<file path="src/rtl/piso_serializer.sv">
// Parallel-in/serial-out front end: a holding buffer feeds a shift register so
// consecutive words stream out one bit per enabled clock with no idle bits.
module piso_serializer #(
    parameter int WIDTH      = 8,
    parameter bit MSB_FIRST  = 1'b1,
    parameter bit IDLE_LEVEL = 1'b0
) (
    input  logic             clk,
    input  logic             rst,
    input  logic             in_valid,
    input  logic [WIDTH-1:0] in_data,
    output logic             in_ready,
    input  logic             bit_en,
    output logic             ser_out,
    output logic             ser_valid,
    output logic             ser_first,
    output logic             ser_last,
    output logic             busy
);

    localparam int CNT_W = $clog2(WIDTH);
    localparam logic [CNT_W-1:0] CNT_LAST = CNT_W'(WIDTH - 1);

    typedef enum logic {
        ST_IDLE,
        ST_SHIFT
    } state_t;

    state_t           state;
    state_t           state_nxt;
    logic [CNT_W-1:0] cnt;
    logic [CNT_W-1:0] cnt_nxt;
    logic [WIDTH-1:0] sr;
    logic [WIDTH-1:0] sr_nxt;
    logic [WIDTH-1:0] hb;
    logic [WIDTH-1:0] hb_nxt;
    logic             hb_full;
    logic             hb_full_nxt;
    logic             at_last;
    logic             load;
    logic             accept;

    // Move the register one place so the next outgoing bit sits at the output tap.
    function automatic logic [WIDTH-1:0] shift_one(input logic [WIDTH-1:0] v);
        if (MSB_FIRST)
            return {v[WIDTH-2:0], 1'b0};
        else
            return {1'b0, v[WIDTH-1:1]};
    endfunction

    // Handshake and next-state decode; in_ready depends only on registers, bit_en and rst.
    always_comb begin
        at_last     = (cnt == CNT_LAST);
        load        = hb_full && ((state == ST_IDLE) ||
                                  ((state == ST_SHIFT) && bit_en && at_last));
        in_ready    = !rst && (!hb_full || load);
        accept      = in_valid && in_ready;

        state_nxt   = state;
        cnt_nxt     = cnt;
        sr_nxt      = sr;
        hb_nxt      = hb;
        hb_full_nxt = hb_full;

        if (accept) begin
            hb_nxt      = in_data;
            hb_full_nxt = 1'b1;
        end

        if (load) begin
            sr_nxt    = hb;
            cnt_nxt   = '0;
            state_nxt = ST_SHIFT;
            if (!accept)
                hb_full_nxt = 1'b0;
        end else if ((state == ST_SHIFT) && bit_en) begin
            if (at_last) begin
                state_nxt = ST_IDLE;
            end else begin
                cnt_nxt = cnt + CNT_W'(1);
                sr_nxt  = shift_one(sr);
            end
        end
    end

    always_ff @(posedge clk) begin
        if (rst) begin
            state   <= ST_IDLE;
            cnt     <= '0;
            sr      <= '0;
            hb      <= '0;
            hb_full <= 1'b0;
        end else begin
            state   <= state_nxt;
            cnt     <= cnt_nxt;
            sr      <= sr_nxt;
            hb      <= hb_nxt;
            hb_full <= hb_full_nxt;
        end
    end

    // Outputs decode registered state; rst forces them quiet even before the reset edge.
    always_comb begin
        ser_valid = !rst && (state == ST_SHIFT);
        ser_first = ser_valid && (cnt == '0);
        ser_last  = ser_valid && at_last;
        busy      = !rst && ((state == ST_SHIFT) || hb_full);
        ser_out   = IDLE_LEVEL;
        if (ser_valid)
            ser_out = MSB_FIRST ? sr[WIDTH-1] : sr[0];
    end

endmodule

</file>
<file path="config.mk">
export PLATFORM = sky130hd
export DESIGN_NAME = piso_serializer
export DESIGN_NICKNAME = d
export VERILOG_FILES = /design/src/rtl/piso_serializer.sv
export SDC_FILE = /design/constraint.sdc
export NUM_CORES = 1
export LEC_CHECK = 0
export BUFFER_PORTS_ARGS = -buffer_cell sky130_fd_sc_hd__buf_4
export CAP_MARGIN = 0
export CORE_ASPECT_RATIO = 1.1
export CORE_UTILIZATION = 53
export CTS_CLUSTER_SIZE = 28
export DETAILED_ROUTE_END_ITERATION = 6
export GPL_TIMING_DRIVEN = 0
export PLACE_DENSITY = 0.88
export SLEW_MARGIN = 20
export SYNTH_ARGS = -nofsm -noshare
export SYNTH_HDL_FRONTEND = slang
export SYNTH_SLANG_ARGS = --single-unit
</file>
<file path="constraint.sdc">
create_clock -name clk -period 2.4 [get_ports clk]
set_clock_uncertainty 0.15 [all_clocks]
set_input_delay 0.72 -clock clk [delete_from_list [all_inputs] [get_ports clk]]
set_output_delay 0.72 -clock clk [all_outputs]
set_load 0.05 [all_outputs]
</file>
Word level (Yosys, flattened, before mapping)
Index checks and enable logic that the tools add are counted.
- register bits after elaboration: 21
- bits of input ports: 12
- output and inout port bits: 6
- word-level logic and storage cells: 41
- add/subtract/negate cells: 1
- equality and inequality tests: 2
- mux-type cells: 10
- bitwise logic cells: 2
- reductions and logical operators: 21
- operators with widths (cell ; count):
    8-bit 2-to-1 mux ; 3
    1-bit logical AND ; 9
    1-bit 2-to-1 mux ; 7
    2-bit AND reduction ; 3
    2-bit nonzero test ; 2
    3-bit by 1-bit adder with 3-bit output, second input constant ; 1
    3-bit == test, second input constant ; 1
    3-bit logical NOT ; 1
    1-bit logical OR ; 3
    1-bit logical NOT ; 2
    2-bit by 1-bit inequality test with 1-bit output, second input constant ; 1
    1-bit inverter ; 2
    2-bit OR reduction ; 1

Logic depth before layout (Yosys ltp)
Gate-level depths: netlist of the first run.
- depth after elaboration: 10
- gate-level depth with buffers: 6
- gate-level depth less buffers: 5

Worst setup path after synthesis of the first run
OpenSTA, ideal clock, no wires.
- path type: input to output
- start: in rst
- end: out ser_first
- arrival: 2.058 ns
- data required time: 1.530 ns
- path slack: -0.528 ns
- cell stages on the path: 2
- path buffers: 0
- cells stage by stage: nor2b_1 > and3b_1
- cells in the longest elaborated chain, start to end: 3
- ends and longest elaborated chain (item ; RTL line ; RTL):
    from (decl) ; 9 ; input logic rst,
    1-bit logical NOT ; 104 ; ser_valid = !rst && (state == ST_SHIFT);
    1-bit logical AND ; 104 ;
    1-bit logical AND ; 105 ; ser_first = ser_valid && (cnt == '0);
    to (decl) ; 16 ; output logic ser_first,
Every way passes these cells.

Worst setup path after layout of the first run
- start: in rst
- end: out busy
- cells in the longest elaborated chain, start to end: 2
- ends and longest elaborated chain (item ; RTL line ; RTL):
    1-bit logical NOT ; 107 ; busy = !rst && ((state == ST_SHIFT) || hb_full);
    1-bit logical AND ; 107 ;
    to (decl) ; 18 ; output logic busy
Every way passes these cells.

==> report_table.html, run 1 <==
<table>
<tr><th>Metric</th><th>Value</th></tr>
<tr><th colspan="2">Power and ir drop</th></tr>
<tr><td>Leakage power of the design</td><td>0.5107 nW</td></tr>
<tr><td>Pwr per Cell Area</td><td>578.4 nW/µm²</td></tr>
<tr><td>Total Power</td><td>0.6889 mW</td></tr>
<tr><td>Worst IR drop on VDD</td><td>0.3942 mV</td></tr>
<tr><th colspan="2">Synth</th></tr>
<tr><td>Commonest register cell after synthesis</td><td>sky130_fd_sc_hd__dfxtp_1</td></tr>
<tr><td>Post-Synthesis Net Count</td><td>113</td></tr>
<tr><td>Cell type with the highest aggregate area in the netlist</td><td>sky130_fd_sc_hd__dfxtp_1</td></tr>
<tr><td>Async set or reset register ratio after synthesis</td><td>0%</td></tr>
<tr><td>Number of enable flip-flop cells after synthesis</td><td>0</td></tr>
<tr><td>Proportion of netlist area held by the largest area contributor</td><td>42.53%</td></tr>
<tr><td>Synth top area cells</td><td>sky130_fd_sc_hd__dfxtp_1 (43%), sky130_fd_sc_hd__mux2_2 (9.1%), sky130_fd_sc_hd__o221a_2 (8.0%)</td></tr>
<tr><td>Post-synth cell types</td><td>20</td></tr>
<tr><td>Seq cells post-synth</td><td>21</td></tr>
<tr><td>Total number of yosys warnings</td><td>0</td></tr>
<tr><td>Most instantiated cells after synthesis</td><td>sky130_fd_sc_hd__dfxtp_1 (21), sky130_fd_sc_hd__a21oi_1 (10), sky130_fd_sc_hd__inv_1 (10), sky130_fd_sc_hd__nor2b_1 (10), sky130_fd_sc_hd__mux2_2 (8)</td></tr>
<tr><td>Instance count of the mapped netlist</td><td>98</td></tr>
<tr><td>Most common cell in the synthesized netlist</td><td>sky130_fd_sc_hd__dfxtp_1</td></tr>
<tr><td>Netlist area before placement</td><td>between 900 and 1000 µm²</td></tr>
<tr><td>Share of the yosys chip area belonging to registers</td><td>42.53%</td></tr>
<tr><td>Mean Syn Cell Area</td><td>just over 10 µm²</td></tr>
<tr><th colspan="2">STA</th></tr>
<tr><td>TNS Setup</td><td>0 ps</td></tr>
<tr><td>Min Clock Period, post-route</td><td>2324 ps</td></tr>
<tr><td>Count of endpoints failing hold in the final timing report</td><td>0</td></tr>
<tr><td>Final worst-path cycle share</td><td>96.83%</td></tr>
<tr><td>Slew Limit Fails</td><td>0</td></tr>
<tr><td>Rel. slew slack</td><td>77.04%</td></tr>
<tr><td>Unrepaired setup endpoints after global routing</td><td>false</td></tr>
<tr><td>Hold slack final</td><td>339.2 ps</td></tr>
<tr><td>Slew at the pin with the worst max-slew slack</td><td>344.4 ps</td></tr>
<tr><td>Setup violators final</td><td>0</td></tr>
<tr><td>Highest Clock Rate</td><td>430.3 MHz</td></tr>
<tr><th colspan="2">Routing</th></tr>
<tr><td>Count of TritonRoute iterations in the first routing pass</td><td>3</td></tr>
<tr><td>Mean routed wirelength per cell</td><td>approximately 12 µm</td></tr>
<tr><td>Drt first-iter violations</td><td>8</td></tr>
<tr><td>Via count normalized by instance count</td><td>5.307</td></tr>
<tr><td>Via count</td><td>~730</td></tr>
<tr><td>Remaining antenna violation count after routing</td><td>0</td></tr>
<tr><td>Wire length reported by the detailed router</td><td>roughly 1600 µm</td></tr>
<tr><td>Number of remaining DRC errors</td><td>0</td></tr>
<tr><th colspan="2">Cells and area</th></tr>
<tr><td>Number of cells in the finished layout apart from fillers</td><td>approximately 140</td></tr>
<tr><td># fillers</td><td>between 150 and 200</td></tr>
<tr><td>Layout cells sized above 1</td><td>42.02%</td></tr>
<tr><td>Final net count</td><td>135</td></tr>
<tr><td>Number of diodes added for antenna fixing</td><td>0</td></tr>
<tr><td>Area growth, synth to finish</td><td>20.51%</td></tr>
<tr><th colspan="2">Placement</th></tr>
<tr><td>Last weighted congestion value of the routability-driven placer</td><td>a little over 0.7</td></tr>
<tr><td>Placed Cells incl. Taps</td><td>133</td></tr>
<tr><td>Post-DP HPWL</td><td>1245 µm</td></tr>
<tr><td>Number of buffer cells added on primary ports</td><td>17</td></tr>
<tr><th colspan="2">Global route</th></tr>
<tr><td>Wire length of the first global-routing pass</td><td>2780 µm</td></tr>
<tr><td>Global-route usage over all layers</td><td>about a fifth</td></tr>
<tr><td>Gr ovfl total</td><td>0</td></tr>
<tr><td>Number of antenna violations at the first check in global routing</td><td>0</td></tr>
<tr><td>Number of global-route vias before repair</td><td>654</td></tr>
<tr><td>Pin count of the biggest net entering global routing</td><td>20</td></tr>
<tr><th colspan="2">Clock tree</th></tr>
<tr><td>Number of buffers between clock root and the deepest sink</td><td>2</td></tr>
<tr><td># clock sinks</td><td>21</td></tr>
<tr><td>Number of clock buffers inserted by TritonCTS</td><td>3</td></tr>
<tr><td>TritonCTS clock tree</td><td>yes</td></tr>
<tr><td>Clock Root Buffer</td><td>sky130_fd_sc_hd__clkbuf_4</td></tr>
<tr><td>Insertion delay to the later sink of the worst-skew pair</td><td>around 300 ps</td></tr>
<tr><td>Clock slew seen by the registers of the worst setup and hold paths</td><td>110 ps</td></tr>
<tr><td>Number of H-tree levels</td><td>1</td></tr>
<tr><th colspan="2">Floorplan</th></tr>
<tr><td>X dimension of the die</td><td>43.18 µm</td></tr>
<tr><td>Die area</td><td>slightly above 2000 µm²</td></tr>
<tr><td>Number of rows created at floorplan</td><td>16</td></tr>
<tr><td>Top-level port count</td><td>18</td></tr>
<tr><td>Initial Utilization</td><td>56.11%</td></tr>
<tr><td>Die outline height</td><td>47.30 µm</td></tr>
<tr><td>Core Region</td><td>roughly 1800 µm²</td></tr>
<tr><th colspan="2">Critical path</th></tr>
<tr><td>Worst setup path category</td><td>in2out</td></tr>
<tr><td>Endpoint arrival time on the critical path</td><td>1450 ps</td></tr>
<tr><td>Kind of capture point of the worst setup path</td><td>primary output</td></tr>
<tr><td>Required time worst endpoint</td><td>1530 ps</td></tr>
<tr><td>Top fanout value on the critical path</td><td>19</td></tr>
<tr><td>Critical path startpoint category</td><td>input port</td></tr>
<tr><th colspan="2">Outcome</th></tr>
<tr><td>Status</td><td>completed</td></tr>
<tr><th colspan="2">Job</th></tr>
<tr><td>Maximum Capacitance Violations</td><td>0</td></tr>
<tr><th colspan="2">Min path</th></tr>
<tr><td>Hold WC Path Type</td><td>reg2reg</td></tr>
</table>
## power by group
| group | internal (mW) | total (mW) | switching, mW | leakage [nW] |
|---|---|---|---|---|
| logic | 0.0679 | 0.132 | 0.0646 | 0.321 |
| registers | 0.376 | 0.390 | 0.0137 | 0.174 |
| clock network | 0.0647 | 0.167 | 0.102 | 0.0150 |
## final timing paths
| path | from | endpoint | slack [ps] | depth (start not counted) |
|---|---|---|---|---|
| max | rst | busy | 80 | 4 |
| min | sr[0] | sr[0] | 340 | 2 |
| max reg2reg | cnt[0] | hb[7] | 540 | 6 |
| min reg2reg | sr[0] | sr[0] | 340 | 2 |
## cells in the final DEF, fill, tap and decap left out
master / instances
sky130_fd_sc_hd__mux2_2: 8
sky130_fd_sc_hd__o221a_2: 7
sky130_fd_sc_hd__mux2i_1: 2
sky130_fd_sc_hd__nor2_1: 5
sky130_fd_sc_hd__buf_4: 19
sky130_fd_sc_hd__buf_6: 1
sky130_fd_sc_hd__ha_1: 2
sky130_fd_sc_hd__a21boi_4: 1
sky130_fd_sc_hd__inv_1: 10
sky130_fd_sc_hd__a211oi_1: 1
sky130_fd_sc_hd__nor2b_1: 9
sky130_fd_sc_hd__or2b_1: 1
sky130_fd_sc_hd__dfxtp_2: 2
sky130_fd_sc_hd__buf_2: 2
sky130_fd_sc_hd__xnor2_1: 1
sky130_fd_sc_hd__a21oi_4: 2
sky130_fd_sc_hd__nor3_1: 3
sky130_fd_sc_hd__nor2_2: 1
sky130_fd_sc_hd__nor2b_4: 1
sky130_fd_sc_hd__nand2b_1: 3
sky130_fd_sc_hd__dfxtp_1: 19
sky130_fd_sc_hd__ha_2: 1
sky130_fd_sc_hd__and3b_1: 2
sky130_fd_sc_hd__and2_1: 1
sky130_fd_sc_hd__clkbuf_4: 3
sky130_fd_sc_hd__a21oi_1: 9
sky130_fd_sc_hd__and2_2: 1
sky130_fd_sc_hd__clkbuf_1: 1
sky130_fd_sc_hd__a21oi_2: 1
## flip-flops by register name, summed over array words and instances (netlist names)
name     flops
cnt          3
hb           8
hb_full      1
sr           8
state        1
## per-layer routing
metal	wire length (µm)	vias to the layer above	part of all wire, %	GRT usage [%]
li1	-	376	-	-
met1	712	333	43	21.83
met2	863	14	52	34.33
met3	45	4	2.7	2.308
met4	27	0	1.6	9.091
met5	0	-	0	0
## cell families after synthesis
logic type | share of synthesized area (%)
and+or+nand+nor | 15.82
AOI/OAI and AO/OA | 18.99
DFF | 42.53
buffers and inverters | 6.835
muxes | 11.14
adders and majority gates | 3.798
xor gates and xnor gates | 0.8862
## cell type report
type	count	area, µm²	area share, %
Buffer	4	25.02	2.101
Inverter	10	37.54	3.151
Timing Repair Buffer	18	138.9	11.66
Clock buffer	4	26.28	2.206
Sequential cell	21	422.9	35.50
Tap cell	18	22.52	1.891
Multi-Input combinational cell	62	518.0	43.49
## stage by stage
| step | setup slack, ps | instance area (µm²) | utilization, % |
|---|---|---|---|
| 2_1_floorplan | -9.265 | 1003 | - |
| 3_3_place_gp | -43.76 | 1154 | 65.48 |
| 3_5_place_dp | -55.67 | 1154 | 65.48 |
| 4_1_cts | 34.15 | 1185 | 67.26 |
| 5_1_grt | 10.10 | 1191 | 67.61 |
| 6_report | 76.01 | 1191 | 67.61 |
## worst max-delay path: stages
cell                     delay [ps]
sky130_fd_sc_hd__buf_4          130
sky130_fd_sc_hd__buf_2          340
sky130_fd_sc_hd__nor2_2          70
sky130_fd_sc_hd__buf_4          190
## what timing repair did
action                                 CTS  global route
hold buffers                             0             0
endpoints found under the hold margin    0             0
pin swaps                                1             0
setup endpoints to repair                2             1
gates resized for setup                  1             3
setup buffers                            1             0
(Power assumes the default switching activity.)
==> inputs of run 2 (changes only) <==
--- a/config.mk
+++ b/config.mk
@@ -15,2 +15,3 @@
 export PLACE_DENSITY = 0.88
+export RECOVER_POWER = 50
 export SLEW_MARGIN = 20
--- a/constraint.sdc
+++ b/constraint.sdc
@@ -4,2 +4,2 @@
 set_output_delay 0.72 -clock clk [all_outputs]
-set_load 0.05 [all_outputs]
+set_load 0.01 [all_outputs]
==> report_table.html, run 2 (synthesized netlist as in run 1, its figures left out) <==
<table>
<tr><th>Metric</th><th>Value</th></tr>
<tr><th colspan="2">Floorplan</th></tr>
<tr><td>Core Region</td><td>1762 µm² (unchanged)</td></tr>
<tr><td>Initial Utilization</td><td>56.11% (unchanged)</td></tr>
<tr><td>Die outline height</td><td>47.30 µm (unchanged)</td></tr>
<tr><td>Die area</td><td>2042 µm² (unchanged)</td></tr>
<tr><td>Number of rows created at floorplan</td><td>16 (unchanged)</td></tr>
<tr><td>Top-level port count</td><td>18 (unchanged)</td></tr>
<tr><td>X dimension of the die</td><td>43.18 µm (unchanged)</td></tr>
<tr><th colspan="2">Power and ir drop</th></tr>
<tr><td>Total Power</td><td>0.6755 mW (was 0.6889 mW)</td></tr>
<tr><td>Net switching power figure</td><td>0.1714 mW (was 0.1804 mW)</td></tr>
<tr><td>Pwr per Cell Area</td><td>581.1 nW/µm² (was 578.4 nW/µm²)</td></tr>
<tr><td>Combinational power share</td><td>17.0% (was 19.2%)</td></tr>
<tr><td>Switching power share of the total</td><td>25.37% (was 26.19%)</td></tr>
<tr><td>Sequential Power Share</td><td>57.8% (was 56.5%)</td></tr>
<tr><td>Part of the total power dissipated in the clock network</td><td>25.2% (was 24.2%)</td></tr>
<tr><td>Worst IR drop on VDD</td><td>0.3613 mV (was 0.3942 mV)</td></tr>
<tr><td>Leakage power of the design</td><td>0.4983 nW (was 0.5107 nW)</td></tr>
<tr><td>Power Internal</td><td>0.5041 mW (was 0.5085 mW)</td></tr>
<tr><th colspan="2">Routing</th></tr>
<tr><td>Via count normalized by instance count</td><td>5.504 (was 5.307)</td></tr>
<tr><td>Number of remaining DRC errors</td><td>0 (unchanged)</td></tr>
<tr><td>Drt first-iter violations</td><td>9 (was 8)</td></tr>
<tr><td>Wire length reported by the detailed router</td><td>1724 µm (was 1648 µm)</td></tr>
<tr><td>Count of TritonRoute iterations in the first routing pass</td><td>4 (was 3)</td></tr>
<tr><td>Remaining antenna violation count after routing</td><td>0 (unchanged)</td></tr>
<tr><td>Mean routed wirelength per cell</td><td>12.58 µm (was 12.03 µm)</td></tr>
<tr><td>Via count</td><td>754 (was 727)</td></tr>
<tr><th colspan="2">Critical path</th></tr>
<tr><td>Sequence of cells on the critical path</td><td>ha_1 &gt; ha_2 &gt; a21boi_4 &gt; a21oi_1 &gt; buf_4 (was buf_4 &gt; buf_2 &gt; nor2_2 &gt; buf_4)</td></tr>
<tr><td>Worst setup path category</td><td>reg2out (was in2out)</td></tr>
<tr><td>Cells on worst reg2reg path</td><td>7 (was 6)</td></tr>
<tr><td>Reg-to-Reg Start</td><td>cnt[0] (unchanged)</td></tr>
<tr><td>Endpoint arrival time on the critical path</td><td>1440 ps (was 1450 ps)</td></tr>
<tr><td>Buffers and inverters on the worst path</td><td>1 (was 3)</td></tr>
<tr><td>Launching instance or port of the critical path</td><td>cnt[0] (was rst)</td></tr>
<tr><td>Worst reg2reg path endpoint</td><td>sr[3] (was hb[7])</td></tr>
<tr><td>CP delay by family, top</td><td>adder cells (was buffers and inverters)</td></tr>
<tr><td>Master of the slowest instance on the critical path</td><td>sky130_fd_sc_hd__dfxtp_1 (was sky130_fd_sc_hd__buf_2)</td></tr>
<tr><td>Required time worst endpoint</td><td>1530 ps (about the same)</td></tr>
<tr><td>Critical path startpoint category</td><td>flip-flop (was input port)</td></tr>
<tr><td>Top fanout value on the critical path</td><td>4 (was 19)</td></tr>
<tr><td>Setup slack on the worst flop-to-flop path</td><td>290 ps (was 540 ps)</td></tr>
<tr><td>Kind of capture point of the worst setup path</td><td>primary output (unchanged)</td></tr>
<tr><td>Worst path max stage delay</td><td>350 ps (was 340 ps)</td></tr>
<tr><th colspan="2">Global route</th></tr>
<tr><td>Highest-utilization routing layer at the global route stage</td><td>met2 (unchanged)</td></tr>
<tr><td>Global-route met2 utilization</td><td>31.64% (was 34.33%)</td></tr>
<tr><td>Gr ovfl total</td><td>0 (unchanged)</td></tr>
<tr><td>Global-route usage over all layers</td><td>17.83% (was 18.68%)</td></tr>
<tr><td>Pin count of the biggest net entering global routing</td><td>12 (was 20)</td></tr>
<tr><td>Met1 usage</td><td>21.51% (was 21.83%)</td></tr>
<tr><td>Wire length of the first global-routing pass</td><td>2684 µm (was 2780 µm)</td></tr>
<tr><td>Number of antenna violations at the first check in global routing</td><td>0 (unchanged)</td></tr>
<tr><td>Number of global-route vias before repair</td><td>671 (was 654)</td></tr>
<tr><td>Global-route track usage on met3</td><td>2.308% (unchanged)</td></tr>
<tr><th colspan="2">Outcome</th></tr>
<tr><td>Status</td><td>completed (unchanged)</td></tr>
<tr><th colspan="2">Clock tree</th></tr>
<tr><td>Number of buffers between clock root and the deepest sink</td><td>2 (unchanged)</td></tr>
<tr><td>Clock Root Buffer</td><td>sky130_fd_sc_hd__clkbuf_4 (unchanged)</td></tr>
<tr><td>TritonCTS clock tree</td><td>yes (unchanged)</td></tr>
<tr><td>Insertion delay to the later sink of the worst-skew pair</td><td>310 ps (was 300 ps)</td></tr>
<tr><td>Number of clock buffers inserted by TritonCTS</td><td>3 (unchanged)</td></tr>
<tr><td>Number of H-tree levels</td><td>1 (unchanged)</td></tr>
<tr><td>Clock slew seen by the registers of the worst setup and hold paths</td><td>120 ps (was 110 ps)</td></tr>
<tr><td># clock sinks</td><td>21 (unchanged)</td></tr>
<tr><td>Count of hold buffers inserted by post-cts repair</td><td>0 (unchanged)</td></tr>
<tr><th colspan="2">Placement</th></tr>
<tr><td>Number of buffer cells added on primary ports</td><td>17 (unchanged)</td></tr>
<tr><td>Last weighted congestion value of the routability-driven placer</td><td>0.7390 (was 0.7102)</td></tr>
<tr><td>Post-DP HPWL</td><td>1253 µm (was 1245 µm)</td></tr>
<tr><td>Post-placement setup slack</td><td>21.04 ps (was -55.67 ps)</td></tr>
<tr><th colspan="2">Cells and area</th></tr>
<tr><td># fillers</td><td>144 (was 153)</td></tr>
<tr><td>Share of the core filled with cells</td><td>65.98% (was 67.61%)</td></tr>
<tr><td>Final net count</td><td>135 (unchanged)</td></tr>
<tr><td>Leading registers by flop count</td><td>hb (8), sr (8), cnt (3) (unchanged)</td></tr>
<tr><td>Most common cell after layout, fill and taps aside</td><td>sky130_fd_sc_hd__dfxtp_1</td></tr>
<tr><td>Area growth, synth to finish</td><td>17.59% (was 20.51%)</td></tr>
<tr><td>Layout cells sized above 1</td><td>35.29% (was 42.02%)</td></tr>
<tr><td>Commonest cells after routing, fill and taps aside</td><td>sky130_fd_sc_hd__dfxtp_1 (21), sky130_fd_sc_hd__buf_4 (18), sky130_fd_sc_hd__inv_1 (10), sky130_fd_sc_hd__nor2b_1 (10), sky130_fd_sc_hd__a21oi_1 (10) (was sky130_fd_sc_hd__buf_4 (19), sky130_fd_sc_hd__dfxtp_1 (19), sky130_fd_sc_hd__inv_1 (10), sky130_fd_sc_hd__nor2b_1 (9), sky130_fd_sc_hd__a21oi_1 (9))</td></tr>
<tr><td>Number of diodes added for antenna fixing</td><td>0 (unchanged)</td></tr>
<tr><th colspan="2">STA</th></tr>
<tr><td>Min Clock Period, post-route</td><td>2308 ps (was 2324 ps)</td></tr>
<tr><td>Slew at the pin with the worst max-slew slack</td><td>388.5 ps (was 344.4 ps)</td></tr>
<tr><td>Slew Limit Fails</td><td>0 (unchanged)</td></tr>
<tr><td>Hold slack final</td><td>334.2 ps (was 339.2 ps)</td></tr>
<tr><td>Count of endpoints failing hold in the final timing report</td><td>0 (unchanged)</td></tr>
<tr><td>Highest Clock Rate</td><td>433.4 MHz (was 430.3 MHz)</td></tr>
<tr><td>Final worst-path cycle share</td><td>96.15% (was 96.83%)</td></tr>
<tr><td>Setup violators final</td><td>0 (unchanged)</td></tr>
<tr><td>Unrepaired setup endpoints after global routing</td><td>false (unchanged)</td></tr>
<tr><td>Setup ws final</td><td>92.43 ps (was 76.01 ps)</td></tr>
<tr><td>TNS Setup</td><td>0 ps (unchanged)</td></tr>
<tr><td>Rel. slew slack</td><td>74.10% (was 77.04%)</td></tr>
<tr><th colspan="2">Min path</th></tr>
<tr><td>Hold WC Path Type</td><td>reg2reg (unchanged)</td></tr>
<tr><td>Worst hold path stage count</td><td>2 (unchanged)</td></tr>
<tr><td>Worst hold endpoint</td><td>sr[0] (unchanged)</td></tr>
<tr><td>Worst hold start</td><td>sr[0] (unchanged)</td></tr>
<tr><th colspan="2">Job</th></tr>
<tr><td>Maximum Capacitance Violations</td><td>0 (unchanged)</td></tr>
</table>
[run 2: per-stage QoR]
step / instance area, µm² / instances
5_1_grt: 1162 / 137
4_1_cts: 1172 / 138
6_report: 1162 / 137
2_1_floorplan: 988.4 / 98
3_3_place_gp: 1139 / 133
3_5_place_dp: 1139 / 133
[run 2: what timing repair did]
item | 4_1_cts | 5_1_grt
pin swaps | 1 | 0
buffers inserted | 1 | 0
setup endpoints to repair | 1 | 2
resized for setup | 0 | 1
[run 2: layer usage]
layer  share of wire [%]  wire [µm]
met4                 1.7         30
met5                   0          0
met1                  47        806
met3                 2.6         45
met2                  49        842
[run 2: power by group through the flow]
stage               registers, mW  clock network, mW  logic, mW
floorplan                   0.393                  0     0.0820
global placement            0.396                  0      0.112
detailed placement          0.398                  0      0.117
CTS                         0.390              0.170      0.119
global route                0.393              0.183      0.126
finish                      0.391              0.170      0.115
[run 2: worst max path at each step]
stage	cells past startpoint	slack, ps	endpoint
6_report	5	90	in_ready
3_3_place_gp	5	30	busy
4_1_cts	5	20	busy
3_5_place_dp	5	20	busy
2_1_floorplan	3	290	in_ready
5_1_grt	5	20	in_ready
[run 2: worst min-delay path, delay by kind of cell (launching register included)]
kind	cells	cell delay (ps)
AOI/OAI and AO/OA	1	60
DFF	1	320
buffers and inverters	1	70
[run 2: layout make-up]
cell class	count	area, µm²	area share, %
Multi-Input combinational cell	62	503.0	43.27
Sequential cell	21	420.4	36.17
Timing Repair Buffer	18	131.4	11.30
Inverter	10	37.54	3.229
Clock buffer	4	26.28	2.261
Tap cell	18	22.52	1.938
Buffer	4	21.27	1.830
==> inputs of run 3 (changes only) <==
CORE_ASPECT_RATIO = unset   (was 1.1)
PLACE_DENSITY = 0.76   (was 0.88)
==> report_table.html, run 3 (synthesized netlist as in run 1, its figures left out) <==
<table>
<tr><th>Metric</th><th>Value</th></tr>
<tr><th colspan="2">Global route</th></tr>
<tr><td>Pin count of the biggest net entering global routing</td><td>14 (was 12)</td></tr>
<tr><td>Number of antenna violations at the first check in global routing</td><td>0 (unchanged)</td></tr>
<tr><td>Wire length of the first global-routing pass</td><td>2911 µm (was 2684 µm)</td></tr>
<tr><td>Global-route usage over all layers</td><td>20.02% (was 17.83%)</td></tr>
<tr><td>Gr ovfl total</td><td>0 (unchanged)</td></tr>
<tr><td>Number of global-route vias before repair</td><td>678 (was 671)</td></tr>
<tr><th colspan="2">Critical path</th></tr>
<tr><td>Worst reg2reg path endpoint</td><td>sr[6] (was sr[3])</td></tr>
<tr><td>Master of the slowest instance on the critical path</td><td>sky130_fd_sc_hd__dfxtp_2 (was sky130_fd_sc_hd__dfxtp_1)</td></tr>
<tr><td>Required time worst endpoint</td><td>1530 ps (about the same)</td></tr>
<tr><td>Cells on worst reg2reg path</td><td>7 (unchanged)</td></tr>
<tr><td>Endpoint arrival time on the critical path</td><td>1450 ps (was 1440 ps)</td></tr>
<tr><td>Buffers and inverters on the worst path</td><td>1 (unchanged)</td></tr>
<tr><td>Worst setup path category</td><td>reg2out (unchanged)</td></tr>
<tr><td>Top fanout value on the critical path</td><td>4 (unchanged)</td></tr>
<tr><td>Setup slack on the worst flop-to-flop path</td><td>320 ps (was 290 ps)</td></tr>
<tr><td>Worst path max stage delay</td><td>340 ps (was 350 ps)</td></tr>
<tr><td>Kind of capture point of the worst setup path</td><td>primary output (unchanged)</td></tr>
<tr><td>CP delay by family, top</td><td>adder cells (unchanged)</td></tr>
<tr><td>Sequence of cells on the critical path</td><td>ha_1 &gt; ha_2 &gt; a21boi_4 &gt; a21oi_1 &gt; buf_4 (unchanged)</td></tr>
<tr><td>Launching instance or port of the critical path</td><td>cnt[0] (unchanged)</td></tr>
<tr><td>Number of stages on the worst setup path</td><td>5 (unchanged)</td></tr>
<tr><td>Reg-to-Reg Start</td><td>cnt[0] (unchanged)</td></tr>
<tr><td>Critical path startpoint category</td><td>flip-flop (unchanged)</td></tr>
<tr><td>Critical Path Sink</td><td>in_ready (unchanged)</td></tr>
<tr><th colspan="2">STA</th></tr>
<tr><td>Count of endpoints failing hold in the final timing report</td><td>0 (unchanged)</td></tr>
<tr><td>TNS Setup</td><td>0 ps (unchanged)</td></tr>
<tr><td>Slew at the pin with the worst max-slew slack</td><td>370.6 ps (was 388.5 ps)</td></tr>
<tr><td>Setup violators final</td><td>0 (unchanged)</td></tr>
<tr><td>Final worst-path cycle share</td><td>96.52% (was 96.15%)</td></tr>
<tr><td>Highest Clock Rate</td><td>431.7 MHz (was 433.4 MHz)</td></tr>
<tr><td>Hold slack final</td><td>337.1 ps (was 334.2 ps)</td></tr>
<tr><td>Min Clock Period, post-route</td><td>2316 ps (was 2308 ps)</td></tr>
<tr><td>Unrepaired setup endpoints after global routing</td><td>false (unchanged)</td></tr>
<tr><td>Slew Limit Fails</td><td>0 (unchanged)</td></tr>
<tr><td>Rel. slew slack</td><td>75.29% (was 74.10%)</td></tr>
<tr><th colspan="2">Clock tree</th></tr>
<tr><td>TritonCTS clock tree</td><td>yes (unchanged)</td></tr>
<tr><td>Count of hold buffers inserted by post-cts repair</td><td>0 (unchanged)</td></tr>
<tr><td>Clock Root Buffer</td><td>sky130_fd_sc_hd__clkbuf_4 (unchanged)</td></tr>
<tr><td>Number of H-tree levels</td><td>1 (unchanged)</td></tr>
<tr><td>Clock slew seen by the registers of the worst setup and hold paths</td><td>110 ps (was 120 ps)</td></tr>
<tr><td>Number of buffers between clock root and the deepest sink</td><td>2 (unchanged)</td></tr>
<tr><td># clock sinks</td><td>21 (unchanged)</td></tr>
<tr><td>Number of clock buffers inserted by TritonCTS</td><td>3 (unchanged)</td></tr>
<tr><td>Insertion delay to the later sink of the worst-skew pair</td><td>310 ps (about the same)</td></tr>
<tr><th colspan="2">Placement</th></tr>
<tr><td>Number of buffer cells added on primary ports</td><td>17 (unchanged)</td></tr>
<tr><td>Last weighted congestion value of the routability-driven placer</td><td>0.7906 (was 0.7390)</td></tr>
<tr><td>Post-DP HPWL</td><td>1224 µm (was 1253 µm)</td></tr>
<tr><th colspan="2">Cells and area</th></tr>
<tr><td>Area growth, synth to finish</td><td>19.75% (was 17.59%)</td></tr>
<tr><td>Most common cell after layout, fill and taps aside</td><td>sky130_fd_sc_hd__dfxtp_1 (unchanged)</td></tr>
<tr><td># fillers</td><td>156 (was 144)</td></tr>
<tr><td>Commonest cells after routing, fill and taps aside</td><td>sky130_fd_sc_hd__dfxtp_1 (20), sky130_fd_sc_hd__buf_4 (19), sky130_fd_sc_hd__inv_1 (10), sky130_fd_sc_hd__nor2b_1 (10), sky130_fd_sc_hd__a21oi_1 (10) (was sky130_fd_sc_hd__dfxtp_1 (21), sky130_fd_sc_hd__buf_4 (18), sky130_fd_sc_hd__inv_1 (10), sky130_fd_sc_hd__nor2b_1 (10), sky130_fd_sc_hd__a21oi_1 (10))</td></tr>
<tr><td>Layout cells sized above 1</td><td>37.50% (was 35.29%)</td></tr>
<tr><td>Number of diodes added for antenna fixing</td><td>0 (unchanged)</td></tr>
<tr><td>Leading registers by flop count</td><td>hb (8), sr (8), cnt (3) (unchanged)</td></tr>
<tr><td>Final net count</td><td>136 (was 135)</td></tr>
<tr><th colspan="2">Floorplan</th></tr>
<tr><td>Die outline height</td><td>45.19 µm (was 47.30 µm)</td></tr>
<tr><td>Top-level port count</td><td>18 (unchanged)</td></tr>
<tr><td>Die area</td><td>2042 µm² (about the same)</td></tr>
<tr><td>Number of rows created at floorplan</td><td>15 (was 16)</td></tr>
<tr><td>Core Region</td><td>1745 µm² (was 1762 µm²)</td></tr>
<tr><td>Initial Utilization</td><td>56.63% (was 56.11%)</td></tr>
<tr><td>X dimension of the die</td><td>45.19 µm (was 43.18 µm)</td></tr>
<tr><th colspan="2">Routing</th></tr>
<tr><td>Remaining antenna violation count after routing</td><td>0 (unchanged)</td></tr>
<tr><td>Via count normalized by instance count</td><td>5.110 (was 5.504)</td></tr>
<tr><td>Number of remaining DRC errors</td><td>0 (unchanged)</td></tr>
<tr><td>Mean routed wirelength per cell</td><td>12.29 µm (was 12.58 µm)</td></tr>
<tr><td>Drt first-iter violations</td><td>11 (was 9)</td></tr>
<tr><td>Via count</td><td>741 (was 754)</td></tr>
<tr><td>Wire length reported by the detailed router</td><td>1782 µm (was 1724 µm)</td></tr>
<tr><td>Count of TritonRoute iterations in the first routing pass</td><td>4 (unchanged)</td></tr>
<tr><th colspan="2">Power and ir drop</th></tr>
<tr><td>Worst IR drop on VDD</td><td>0.3515 mV (was 0.3613 mV)</td></tr>
<tr><td>Pwr per Cell Area</td><td>579.1 nW/µm² (was 581.1 nW/µm²)</td></tr>
<tr><td>Leakage power of the design</td><td>0.5032 nW (was 0.4983 nW)</td></tr>
<tr><th colspan="2">Min path</th></tr>
<tr><td>Hold WC Path Type</td><td>reg2reg (unchanged)</td></tr>
<tr><th colspan="2">Job</th></tr>
<tr><td>Maximum Capacitance Violations</td><td>0 (unchanged)</td></tr>
<tr><th colspan="2">Outcome</th></tr>
<tr><td>Status</td><td>completed (unchanged)</td></tr>
</table>
## run 3: cell types whose count changed in the layout (fill, tap and decap cells not counted), sizes merged
cell	change
clkinvlp	+1
clkbuf	-1
buf	+1
## run 3: report_power, final
part	total [mW]	internal, mW	switching (mW)
Clock	0.179	0.0637	0.115
Combinational	0.117	0.0645	0.0528
Sequential	0.389	0.376	0.0133
Total	0.685	0.504	0.181
## run 3: metrics by stage
stage          power (mW)  setup slack [ps]  instance area (µm²)  instances  utilization (%)
2_1_floorplan      0.4753             285.0                988.4         98                -
6_report           0.6854             83.55                 1184        145            67.81
3_3_place_gp       0.5095             12.56                 1147        140            65.73
4_1_cts            0.6923             4.190                 1187        145            68.03
3_5_place_dp       0.5137             17.00                 1147        140            65.73
5_1_grt            0.7222             3.559                 1184        145            67.81
## run 3: worst reg2reg max path: stages (launching register included)
cell and delay (ps):
sky130_fd_sc_hd__dfxtp_2 340, sky130_fd_sc_hd__ha_1 200, sky130_fd_sc_hd__ha_2 210, sky130_fd_sc_hd__a21boi_4 160, sky130_fd_sc_hd__clkbuf_1 270, sky130_fd_sc_hd__nand2b_1 150, sky130_fd_sc_hd__clkbuf_1 310, sky130_fd_sc_hd__o221a_2 270
## run 3: metal layers
layer | GRT usage, % | wire length [µm]
met1 | 26.82 | 813
met2 | 31.30 | 878
met3 | 3.600 | 62
met4 | 9.091 | 27
met5 | 0 | 0
## run 3: timing repair
item | in CTS | in global routing
pin swaps | 1 | 0
cloned | 0 | 0
endpoints found under the setup margin | 1 | 2
hold endpoints to repair | 0 | 0
gates resized for setup | 1 | 1
buffers inserted | 1 | 1
## run 3: how the worst min path moves through the flow
| stage | slack [ps] | start | cells past startpoint | to |
|---|---|---|---|---|
| after floorplan | 290 | sr[0] | 2 | sr[0] |
| after global placement | 300 | sr[0] | 2 | sr[0] |
| after detailed placement | 320 | sr[0] | 2 | sr[0] |
| after CTS | 340 | sr[0] | 2 | sr[0] |
| after global routing | 370 | sr[0] | 2 | sr[0] |
| final | 340 | sr[0] | 2 | sr[0] |
## run 3: area by class of cell
type,instances,area [µm²],share of cell area (%)
Inverter,10,37.54,3.171
Tap cell,25,31.28,2.643
Sequential cell,21,421.7,35.62
Buffer,4,21.27,1.797
Timing Repair Buffer,19,138.9,11.73
Clock buffer,3,22.52,1.903
Multi-Input combinational cell,62,503.0,42.49
Clock inverter,1,7.507,0.6342
